### src/rtl/id_ex_stage_if.sv
// ID/EX bundle: decode-side operands/control in (i_*), EX-side registered view out (o_*).
// master is the upstream ID/hazard-control side; slave is the pipeline register itself.
interface id_ex_stage_if #(
  parameter int LEN      = 32,
  parameter int NB_ADDR  = 5,
  parameter int NB_ALUOP = 2
);
  logic                i_valid;
  logic [LEN-1:0]      i_read_data_1;
  logic [LEN-1:0]      i_read_data_2;
  logic [NB_ADDR-1:0]  i_rs;
  logic [NB_ADDR-1:0]  i_rt;
  logic [NB_ADDR-1:0]  i_rd;
  logic [LEN-1:0]      i_imm;
  logic [LEN-1:0]      i_pc4;
  logic                i_RegWrite;
  logic                i_MemRead;
  logic                i_MemWrite;
  logic                i_MemtoReg;
  logic                i_ALUSrc;
  logic                i_RegDst;
  logic [NB_ALUOP-1:0] i_ALUOp;
  logic                i_wb_RegWrite;
  logic [NB_ADDR-1:0]  i_wb_register;
  logic [LEN-1:0]      i_wb_data;
  logic                i_flush;
  logic                i_hold;

  logic                o_stall;
  logic                o_valid;
  logic [LEN-1:0]      o_read_data_1;
  logic [LEN-1:0]      o_read_data_2;
  logic [LEN-1:0]      o_imm;
  logic [LEN-1:0]      o_pc4;
  logic [NB_ADDR-1:0]  o_rs;
  logic [NB_ADDR-1:0]  o_rt;
  logic [NB_ADDR-1:0]  o_rd;
  logic                o_RegWrite;
  logic                o_MemRead;
  logic                o_MemWrite;
  logic                o_MemtoReg;
  logic                o_ALUSrc;
  logic                o_RegDst;
  logic [NB_ALUOP-1:0] o_ALUOp;

  modport master (
    output i_valid, i_read_data_1, i_read_data_2, i_rs, i_rt, i_rd, i_imm, i_pc4,
           i_RegWrite, i_MemRead, i_MemWrite, i_MemtoReg, i_ALUSrc, i_RegDst, i_ALUOp,
           i_wb_RegWrite, i_wb_register, i_wb_data, i_flush, i_hold,
    input  o_stall, o_valid, o_read_data_1, o_read_data_2, o_imm, o_pc4, o_rs, o_rt, o_rd,
           o_RegWrite, o_MemRead, o_MemWrite, o_MemtoReg, o_ALUSrc, o_RegDst, o_ALUOp
  );

  modport slave (
    input  i_valid, i_read_data_1, i_read_data_2, i_rs, i_rt, i_rd, i_imm, i_pc4,
           i_RegWrite, i_MemRead, i_MemWrite, i_MemtoReg, i_ALUSrc, i_RegDst, i_ALUOp,
           i_wb_RegWrite, i_wb_register, i_wb_data, i_flush, i_hold,
    output o_stall, o_valid, o_read_data_1, o_read_data_2, o_imm, o_pc4, o_rs, o_rt, o_rd,
           o_RegWrite, o_MemRead, o_MemWrite, o_MemtoReg, o_ALUSrc, o_RegDst, o_ALUOp
  );
endinterface

### src/rtl/id_ex_stage.sv
// ID/EX pipeline register with load-use bubble and WB bypass; 1-cycle latency.
// Backpressure: i_hold freezes the stage; o_stall (combinational) holds PC/IF-ID on hold or load-use.
module id_ex_stage #(
  parameter int LEN      = 32,
  parameter int NB_ADDR  = 5,
  parameter int NB_ALUOP = 2
) (
  input  logic         i_clk,
  input  logic         i_rst,
  id_ex_stage_if.slave bus
);

  typedef struct packed {
    logic                valid;
    logic [LEN-1:0]      rd1;
    logic [LEN-1:0]      rd2;
    logic [LEN-1:0]      imm;
    logic [LEN-1:0]      pc4;
    logic [NB_ADDR-1:0]  rs;
    logic [NB_ADDR-1:0]  rt;
    logic [NB_ADDR-1:0]  rd;
    logic                reg_write;
    logic                mem_read;
    logic                mem_write;
    logic                mem_to_reg;
    logic                alu_src;
    logic                reg_dst;
    logic [NB_ALUOP-1:0] alu_op;
  } ex_t;

  ex_t  ex_q;
  ex_t  ex_d;
  logic hz;
  logic wb_hit_1;
  logic wb_hit_2;
  logic bubble;

  // A load in EX whose target feeds the ID instruction cannot forward in time.
  assign hz = ex_q.valid & ex_q.mem_read & bus.i_valid & (ex_q.rt != '0) &
              ((ex_q.rt == bus.i_rs) | (ex_q.rt == bus.i_rt));

  assign bus.o_stall = i_rst & (hz | bus.i_hold);
  assign bubble      = bus.i_flush | (~bus.i_hold & hz);

  assign wb_hit_1 = bus.i_wb_RegWrite & (bus.i_wb_register != '0) & (bus.i_wb_register == bus.i_rs);
  assign wb_hit_2 = bus.i_wb_RegWrite & (bus.i_wb_register != '0) & (bus.i_wb_register == bus.i_rt);

  always_comb begin
    ex_d            = '0;
    ex_d.valid      = bus.i_valid;
    ex_d.rd1        = wb_hit_1 ? bus.i_wb_data : bus.i_read_data_1;
    ex_d.rd2        = wb_hit_2 ? bus.i_wb_data : bus.i_read_data_2;
    ex_d.imm        = bus.i_imm;
    ex_d.pc4        = bus.i_pc4;
    ex_d.rs         = bus.i_rs;
    ex_d.rt         = bus.i_rt;
    ex_d.rd         = bus.i_rd;
    // Control of a non-instruction slot must never write state downstream.
    ex_d.reg_write  = bus.i_valid & bus.i_RegWrite;
    ex_d.mem_read   = bus.i_valid & bus.i_MemRead;
    ex_d.mem_write  = bus.i_valid & bus.i_MemWrite;
    ex_d.mem_to_reg = bus.i_valid & bus.i_MemtoReg;
    ex_d.alu_src    = bus.i_valid & bus.i_ALUSrc;
    ex_d.reg_dst    = bus.i_valid & bus.i_RegDst;
    ex_d.alu_op     = bus.i_valid ? bus.i_ALUOp : {NB_ALUOP{1'b0}};
  end

  always_ff @(posedge i_clk or negedge i_rst) begin
    if (!i_rst) begin
      ex_q <= '0;
    end else if (bubble) begin
      ex_q <= '0;
    end else if (!bus.i_hold) begin
      ex_q <= ex_d;
    end
  end

  assign bus.o_valid       = ex_q.valid;
  assign bus.o_read_data_1 = ex_q.rd1;
  assign bus.o_read_data_2 = ex_q.rd2;
  assign bus.o_imm         = ex_q.imm;
  assign bus.o_pc4         = ex_q.pc4;
  assign bus.o_rs          = ex_q.rs;
  assign bus.o_rt          = ex_q.rt;
  assign bus.o_rd          = ex_q.rd;
  assign bus.o_RegWrite    = ex_q.reg_write;
  assign bus.o_MemRead     = ex_q.mem_read;
  assign bus.o_MemWrite    = ex_q.mem_write;
  assign bus.o_MemtoReg    = ex_q.mem_to_reg;
  assign bus.o_ALUSrc      = ex_q.alu_src;
  assign bus.o_RegDst      = ex_q.reg_dst;
  assign bus.o_ALUOp       = ex_q.alu_op;

endmodule

### src/flat_wrapper.sv
// flat-port wrapper written by rule: the top's interface ports become plain ports
module id_ex_stage_flat 
#(
  parameter int LEN      = 32,
  parameter int NB_ADDR  = 5,
  parameter int NB_ALUOP = 2
)
  (i_clk, i_rst, bus_i_valid, bus_i_read_data_1, bus_i_read_data_2, bus_i_rs, bus_i_rt, bus_i_rd, bus_i_imm, bus_i_pc4, bus_i_RegWrite, bus_i_MemRead, bus_i_MemWrite, bus_i_MemtoReg, bus_i_ALUSrc, bus_i_RegDst, bus_i_ALUOp, bus_i_wb_RegWrite, bus_i_wb_register, bus_i_wb_data, bus_i_flush, bus_i_hold, bus_o_stall, bus_o_valid, bus_o_read_data_1, bus_o_read_data_2, bus_o_imm, bus_o_pc4, bus_o_rs, bus_o_rt, bus_o_rd, bus_o_RegWrite, bus_o_MemRead, bus_o_MemWrite, bus_o_MemtoReg, bus_o_ALUSrc, bus_o_RegDst, bus_o_ALUOp);
  id_ex_stage_if #(.LEN(LEN), .NB_ADDR(NB_ADDR), .NB_ALUOP(NB_ALUOP)) bus_i ();
  input  logic i_clk;
  input  logic i_rst;
  input wire logic [$bits(bus_i.i_valid)-1:0] bus_i_valid;
  input wire logic [$bits(bus_i.i_read_data_1)-1:0] bus_i_read_data_1;
  input wire logic [$bits(bus_i.i_read_data_2)-1:0] bus_i_read_data_2;
  input wire logic [$bits(bus_i.i_rs)-1:0] bus_i_rs;
  input wire logic [$bits(bus_i.i_rt)-1:0] bus_i_rt;
  input wire logic [$bits(bus_i.i_rd)-1:0] bus_i_rd;
  input wire logic [$bits(bus_i.i_imm)-1:0] bus_i_imm;
  input wire logic [$bits(bus_i.i_pc4)-1:0] bus_i_pc4;
  input wire logic [$bits(bus_i.i_RegWrite)-1:0] bus_i_RegWrite;
  input wire logic [$bits(bus_i.i_MemRead)-1:0] bus_i_MemRead;
  input wire logic [$bits(bus_i.i_MemWrite)-1:0] bus_i_MemWrite;
  input wire logic [$bits(bus_i.i_MemtoReg)-1:0] bus_i_MemtoReg;
  input wire logic [$bits(bus_i.i_ALUSrc)-1:0] bus_i_ALUSrc;
  input wire logic [$bits(bus_i.i_RegDst)-1:0] bus_i_RegDst;
  input wire logic [$bits(bus_i.i_ALUOp)-1:0] bus_i_ALUOp;
  input wire logic [$bits(bus_i.i_wb_RegWrite)-1:0] bus_i_wb_RegWrite;
  input wire logic [$bits(bus_i.i_wb_register)-1:0] bus_i_wb_register;
  input wire logic [$bits(bus_i.i_wb_data)-1:0] bus_i_wb_data;
  input wire logic [$bits(bus_i.i_flush)-1:0] bus_i_flush;
  input wire logic [$bits(bus_i.i_hold)-1:0] bus_i_hold;
  output wire logic [$bits(bus_i.o_stall)-1:0] bus_o_stall;
  output wire logic [$bits(bus_i.o_valid)-1:0] bus_o_valid;
  output wire logic [$bits(bus_i.o_read_data_1)-1:0] bus_o_read_data_1;
  output wire logic [$bits(bus_i.o_read_data_2)-1:0] bus_o_read_data_2;
  output wire logic [$bits(bus_i.o_imm)-1:0] bus_o_imm;
  output wire logic [$bits(bus_i.o_pc4)-1:0] bus_o_pc4;
  output wire logic [$bits(bus_i.o_rs)-1:0] bus_o_rs;
  output wire logic [$bits(bus_i.o_rt)-1:0] bus_o_rt;
  output wire logic [$bits(bus_i.o_rd)-1:0] bus_o_rd;
  output wire logic [$bits(bus_i.o_RegWrite)-1:0] bus_o_RegWrite;
  output wire logic [$bits(bus_i.o_MemRead)-1:0] bus_o_MemRead;
  output wire logic [$bits(bus_i.o_MemWrite)-1:0] bus_o_MemWrite;
  output wire logic [$bits(bus_i.o_MemtoReg)-1:0] bus_o_MemtoReg;
  output wire logic [$bits(bus_i.o_ALUSrc)-1:0] bus_o_ALUSrc;
  output wire logic [$bits(bus_i.o_RegDst)-1:0] bus_o_RegDst;
  output wire logic [$bits(bus_i.o_ALUOp)-1:0] bus_o_ALUOp;
  assign bus_i.i_valid = bus_i_valid;
  assign bus_i.i_read_data_1 = bus_i_read_data_1;
  assign bus_i.i_read_data_2 = bus_i_read_data_2;
  assign bus_i.i_rs = bus_i_rs;
  assign bus_i.i_rt = bus_i_rt;
  assign bus_i.i_rd = bus_i_rd;
  assign bus_i.i_imm = bus_i_imm;
  assign bus_i.i_pc4 = bus_i_pc4;
  assign bus_i.i_RegWrite = bus_i_RegWrite;
  assign bus_i.i_MemRead = bus_i_MemRead;
  assign bus_i.i_MemWrite = bus_i_MemWrite;
  assign bus_i.i_MemtoReg = bus_i_MemtoReg;
  assign bus_i.i_ALUSrc = bus_i_ALUSrc;
  assign bus_i.i_RegDst = bus_i_RegDst;
  assign bus_i.i_ALUOp = bus_i_ALUOp;
  assign bus_i.i_wb_RegWrite = bus_i_wb_RegWrite;
  assign bus_i.i_wb_register = bus_i_wb_register;
  assign bus_i.i_wb_data = bus_i_wb_data;
  assign bus_i.i_flush = bus_i_flush;
  assign bus_i.i_hold = bus_i_hold;
  assign bus_o_stall = bus_i.o_stall;
  assign bus_o_valid = bus_i.o_valid;
  assign bus_o_read_data_1 = bus_i.o_read_data_1;
  assign bus_o_read_data_2 = bus_i.o_read_data_2;
  assign bus_o_imm = bus_i.o_imm;
  assign bus_o_pc4 = bus_i.o_pc4;
  assign bus_o_rs = bus_i.o_rs;
  assign bus_o_rt = bus_i.o_rt;
  assign bus_o_rd = bus_i.o_rd;
  assign bus_o_RegWrite = bus_i.o_RegWrite;
  assign bus_o_MemRead = bus_i.o_MemRead;
  assign bus_o_MemWrite = bus_i.o_MemWrite;
  assign bus_o_MemtoReg = bus_i.o_MemtoReg;
  assign bus_o_ALUSrc = bus_i.o_ALUSrc;
  assign bus_o_RegDst = bus_i.o_RegDst;
  assign bus_o_ALUOp = bus_i.o_ALUOp;
  id_ex_stage #(.LEN(LEN), .NB_ADDR(NB_ADDR), .NB_ALUOP(NB_ALUOP)) u_core (.i_clk(i_clk), .i_rst(i_rst), .bus(bus_i));
endmodule
### config.mk
export PLATFORM = sky130hd
export DESIGN_NAME = id_ex_stage_flat
export DESIGN_NICKNAME = d
export VERILOG_FILES = /design/src/rtl/id_ex_stage_if.sv /design/src/rtl/id_ex_stage.sv /design/src/flat_wrapper.sv
export SDC_FILE = /design/constraint.sdc
export NUM_CORES = 1
export LEC_CHECK = 0
export CORE_AREA = 3 3 133 135
export DETAILED_ROUTE_END_ITERATION = 10
export DIE_AREA = 0 0 136 138
export GPL_ROUTABILITY_DRIVEN = 1
export PLACE_DENSITY = 0.85
export SYNTH_ARGS = -nofsm -noshare
export SYNTH_HDL_FRONTEND = slang
export SYNTH_SLANG_ARGS = --single-unit
### constraint.sdc
create_clock -name i_clk -period 2.9 [get_ports i_clk]
set_clock_uncertainty 0.1 [all_clocks]
set_input_delay 0.29 -clock i_clk [delete_from_list [all_inputs] [get_ports i_clk]]
set_output_delay 0.29 -clock i_clk [all_outputs]
set_load 0.1 [all_outputs]
==> impl_metrics.env <==
export IMPL_status="complete, but fails checks"
export IMPL_violations="negative hold slack"
export IMPL_die_x_um=136
export IMPL_ir_worst_vdd_uv=377.8
export IMPL_ys_flop_type="dfrtp_1"
export IMPL_placementRows=47
export IMPL_crit_family="simple AND/OR/NAND/NOR gates"
export IMPL_slowest_stage="or4_4"
export IMPL_synthCells=793
export IMPL_worst_ep_required_time_ns=2.51
export IMPL_io_pins=347
export IMPL_io_buffers=346
export IMPL_powerDensity_nw_per_um2=558.2
export IMPL_setup_tns_ns=0
export IMPL_r2r_slack_ns=0.60
export IMPL_swShare_pct=35.43
export IMPL_max_slew_worst_pin_slew_ns=0.8987
export IMPL_finalSetupViolations=0
export IMPL_min_period_ns=2.542
export IMPL_worst_setup_path_type="reg2out"
export IMPL_worstPathArrival_ns=2.15
export IMPL_gp_congestion=0.8585
export IMPL_clkPwrFrac_pct=34.8
export IMPL_synth_cell_area_um2=7411
export IMPL_drtIter0Drc=455
export IMPL_nFillCells=1337
export IMPL_finish_instance_area_um2=11210
export IMPL_grt_pass1_wl_um=37600
export IMPL_grt_pass1_vias=6896
export IMPL_internal_power_mw=4.042
export IMPL_antenna_found_initial=0
export IMPL_synthArstFlopShare_pct=100.0
export IMPL_synth_edff_count=0
export IMPL_dp_cells=1308
export IMPL_avgViaCountPerCell=5.184
export IMPL_place_area_um2=10640
export IMPL_fin_ws_ns=0.3580
export IMPL_maxCapViolCount=0
export IMPL_fp_coreArea_um2=16580
export IMPL_root_buffer="clkbuf_16"
export IMPL_ff2ff_path_depth=6
export IMPL_r2r_start="u_core.bus.o_rt[0]"
export IMPL_grt_max_degree=153
export IMPL_rsz0062_at_grt="false"
export IMPL_end_kind="output pin"
export IMPL_finalHoldViolCount=65
export IMPL_areaGrowthSynthToFinish_pct=51.33
export IMPL_htreeDepth=4
export IMPL_crit_buf_inv=1
export IMPL_layoutNonFillerInstCount=1340
export IMPL_clk_latency_ns=0.42
export IMPL_avgSynthCellArea_um2=9.345
export IMPL_dieArea_um2=18770
export IMPL_yosysWarnings=0
export IMPL_p_leak_nw=4.778
export IMPL_clk_pin_slew_worst_paths_ns=0.06
export IMPL_die_h_um=138
export IMPL_crit_chain="or4_4, o2111ai_4, nor2_1, o21a_1, buf_12"
export IMPL_cp_start_kind="flip-flop"
export IMPL_drtPass1Iterations=6
export IMPL_vias=6946
export IMPL_holdWs_ns=-0.1190
export IMPL_yosysSeqAreaShare_pct=51.33
export IMPL_synth_distinct_cells=27
export IMPL_post_route_period_util_pct=87.65
export IMPL_gr_usage_all_layers_pct=25.25
export IMPL_path_max_fanout=5
export IMPL_synth_area_leaders="dfrtp_1, mux2i_1, nand2_1"
export IMPL_slowest_delay_ns=0.57
export IMPL_drv_slew=0
export IMPL_seqPwrFrac_pct=36.9
export IMPL_worstHoldPathType="in2async"
export IMPL_grt_remaining_overflow=0
export IMPL_wl_per_cell_um=18.07
export IMPL_postCtsSetupBuffers=0
export IMPL_p_switching_mw=2.218
export IMPL_drc_errors=0
export IMPL_ctsResizeCount=0
export IMPL_syn_nets=987
export IMPL_nets=1301
export IMPL_synth_seq_cells=152
export IMPL_slew_headroom_pct=40.09
export IMPL_hpwl_um=16930
export IMPL_worstReg2RegEnd="u_core.bus.o_read_data_1[0]"
export IMPL_cts_tree="yes"
export IMPL_crit_start="u_core.bus.o_rt[0]"
export IMPL_drive_above_1_share_pct=19.20
export IMPL_postRouteAntennaNets=0
export IMPL_pre_cts_ws_ns=0.4636
export IMPL_start_util_pct=44.69
export IMPL_synth_top_area_cell="dfrtp_1"
export IMPL_cts_buffer_depth=2
export IMPL_cts_hold_buf=0
export IMPL_cts_sinks=152
export IMPL_pwr_share_comb_pct=28.3
export IMPL_worst_path_stages=5
export IMPL_antennaDiodeCount=0
export IMPL_yosys_top_cells_count="dfrtp_1, nand2_1, a21oi_1"
export IMPL_fmax_mhz=393.4
export IMPL_cts_buffers=17
export IMPL_power_mw=6.260
export IMPL_crit_path_end="bus_o_stall"
export IMPL_netlist_area_leader_share_pct=51.33
export IMPL_routed_wl_um=24220
metrics by stage:
step	utilization, %	hold slack, ns
floorplan	-	-0.1056
global placement	64.16	0.3632
detailed placement	64.16	0.3717
CTS	67.62	0.004660
global route	67.62	0.02249
finish	67.62	-0.1190
flip-flops by register name, summed over array words and instances (netlist names), 2 cells and up:
name and flops:
u_core.bus.o_imm 32, u_core.bus.o_pc4 32, u_core.bus.o_read_data_1 32, u_core.bus.o_read_data_2 32, u_core.bus.o_rd 5, u_core.bus.o_rs 5
u_core.bus.o_rt 5, u_core.bus.o_ALUOp 2
power groups by stage:
stage	registers [mW]	logic, mW	clock network [mW]
final	2.31	1.77	2.18
after detailed placement	2.35	1.78	0
after global routing	2.32	1.85	2.32
after CTS	2.31	1.78	2.22
after floorplan	3.18	0.317	0
after global placement	2.34	1.77	0
layout by cell type (no fill, tap or decap), drive strengths merged:
cell and count:
o211ai 8, o2111ai 1, clkdlybuf4s50 190, clkinvlp 4, mux2i 64, bufinv 2
o21a 1, nor2 5, a22oi 1, xnor2 6, xor2 14, a21oi 88
o21ai 145, nand2 152, buf 172, or4 2, nand4 2, clkbuf 20
nor3 2, nor4 2, dfrtp 152, nor2b 81, clkinv 6
area by class of cell:
cell class                      instances  area [um^2]  area share [%]
Clock inverter                         12        127.6           1.138
Multi-Input combinational cell        574         3298           29.41
Timing Repair Buffer                  362         3257           29.04
Clock buffer                           20        446.7           3.983
Sequential cell                       152         3810           33.97
Tap cell                              220        275.3           2.455
worst min-delay path by stage:
| stage | from | to | slack, ns | cells past startpoint |
|---|---|---|---|---|
| 4_1_cts | i_rst | u_core.bus.o_read_data_1[23] | 0.005 | 2 |
| 3_5_place_dp | u_core.bus.o_read_data_2[31] | u_core.bus.o_read_data_2[31] | 0.37 | 2 |
| 6_report | i_rst | u_core.bus.o_imm[27] | -0.12 | 2 |
| 2_1_floorplan | i_rst | u_core.bus.o_ALUOp[0] | -0.11 | 0 |
| 3_3_place_gp | u_core.bus.o_read_data_2[31] | u_core.bus.o_read_data_2[31] | 0.36 | 2 |
| 5_1_grt | i_rst | u_core.bus.o_read_data_2[27] | 0.02 | 2 |
layer usage:
metal / GRT usage, % / wire length [um] / up-vias
met5: 0 / 0 / -
met4: 9.761 / 725 / 0
met3: 5.705 / 1784 / 49
met2: 41.64 / 11940 / 285
met1: 32.29 / 9768 / 3303
li1: - / - / 3309
logic make-up (layout without fill, tap and decap cells):
family	count (synthesis)	in the layout	synth area share (%)
AND/OR/NAND/NOR	246	246	15.95
AO/OA/AOI/OAI	244	244	17.44
flip-flops	152	152	51.33
XOR/XNOR	20	20	2.364
buffers and inverters	67	394	4.271
multiplexers	64	64	8.644
(Power assumes the default switching activity.)
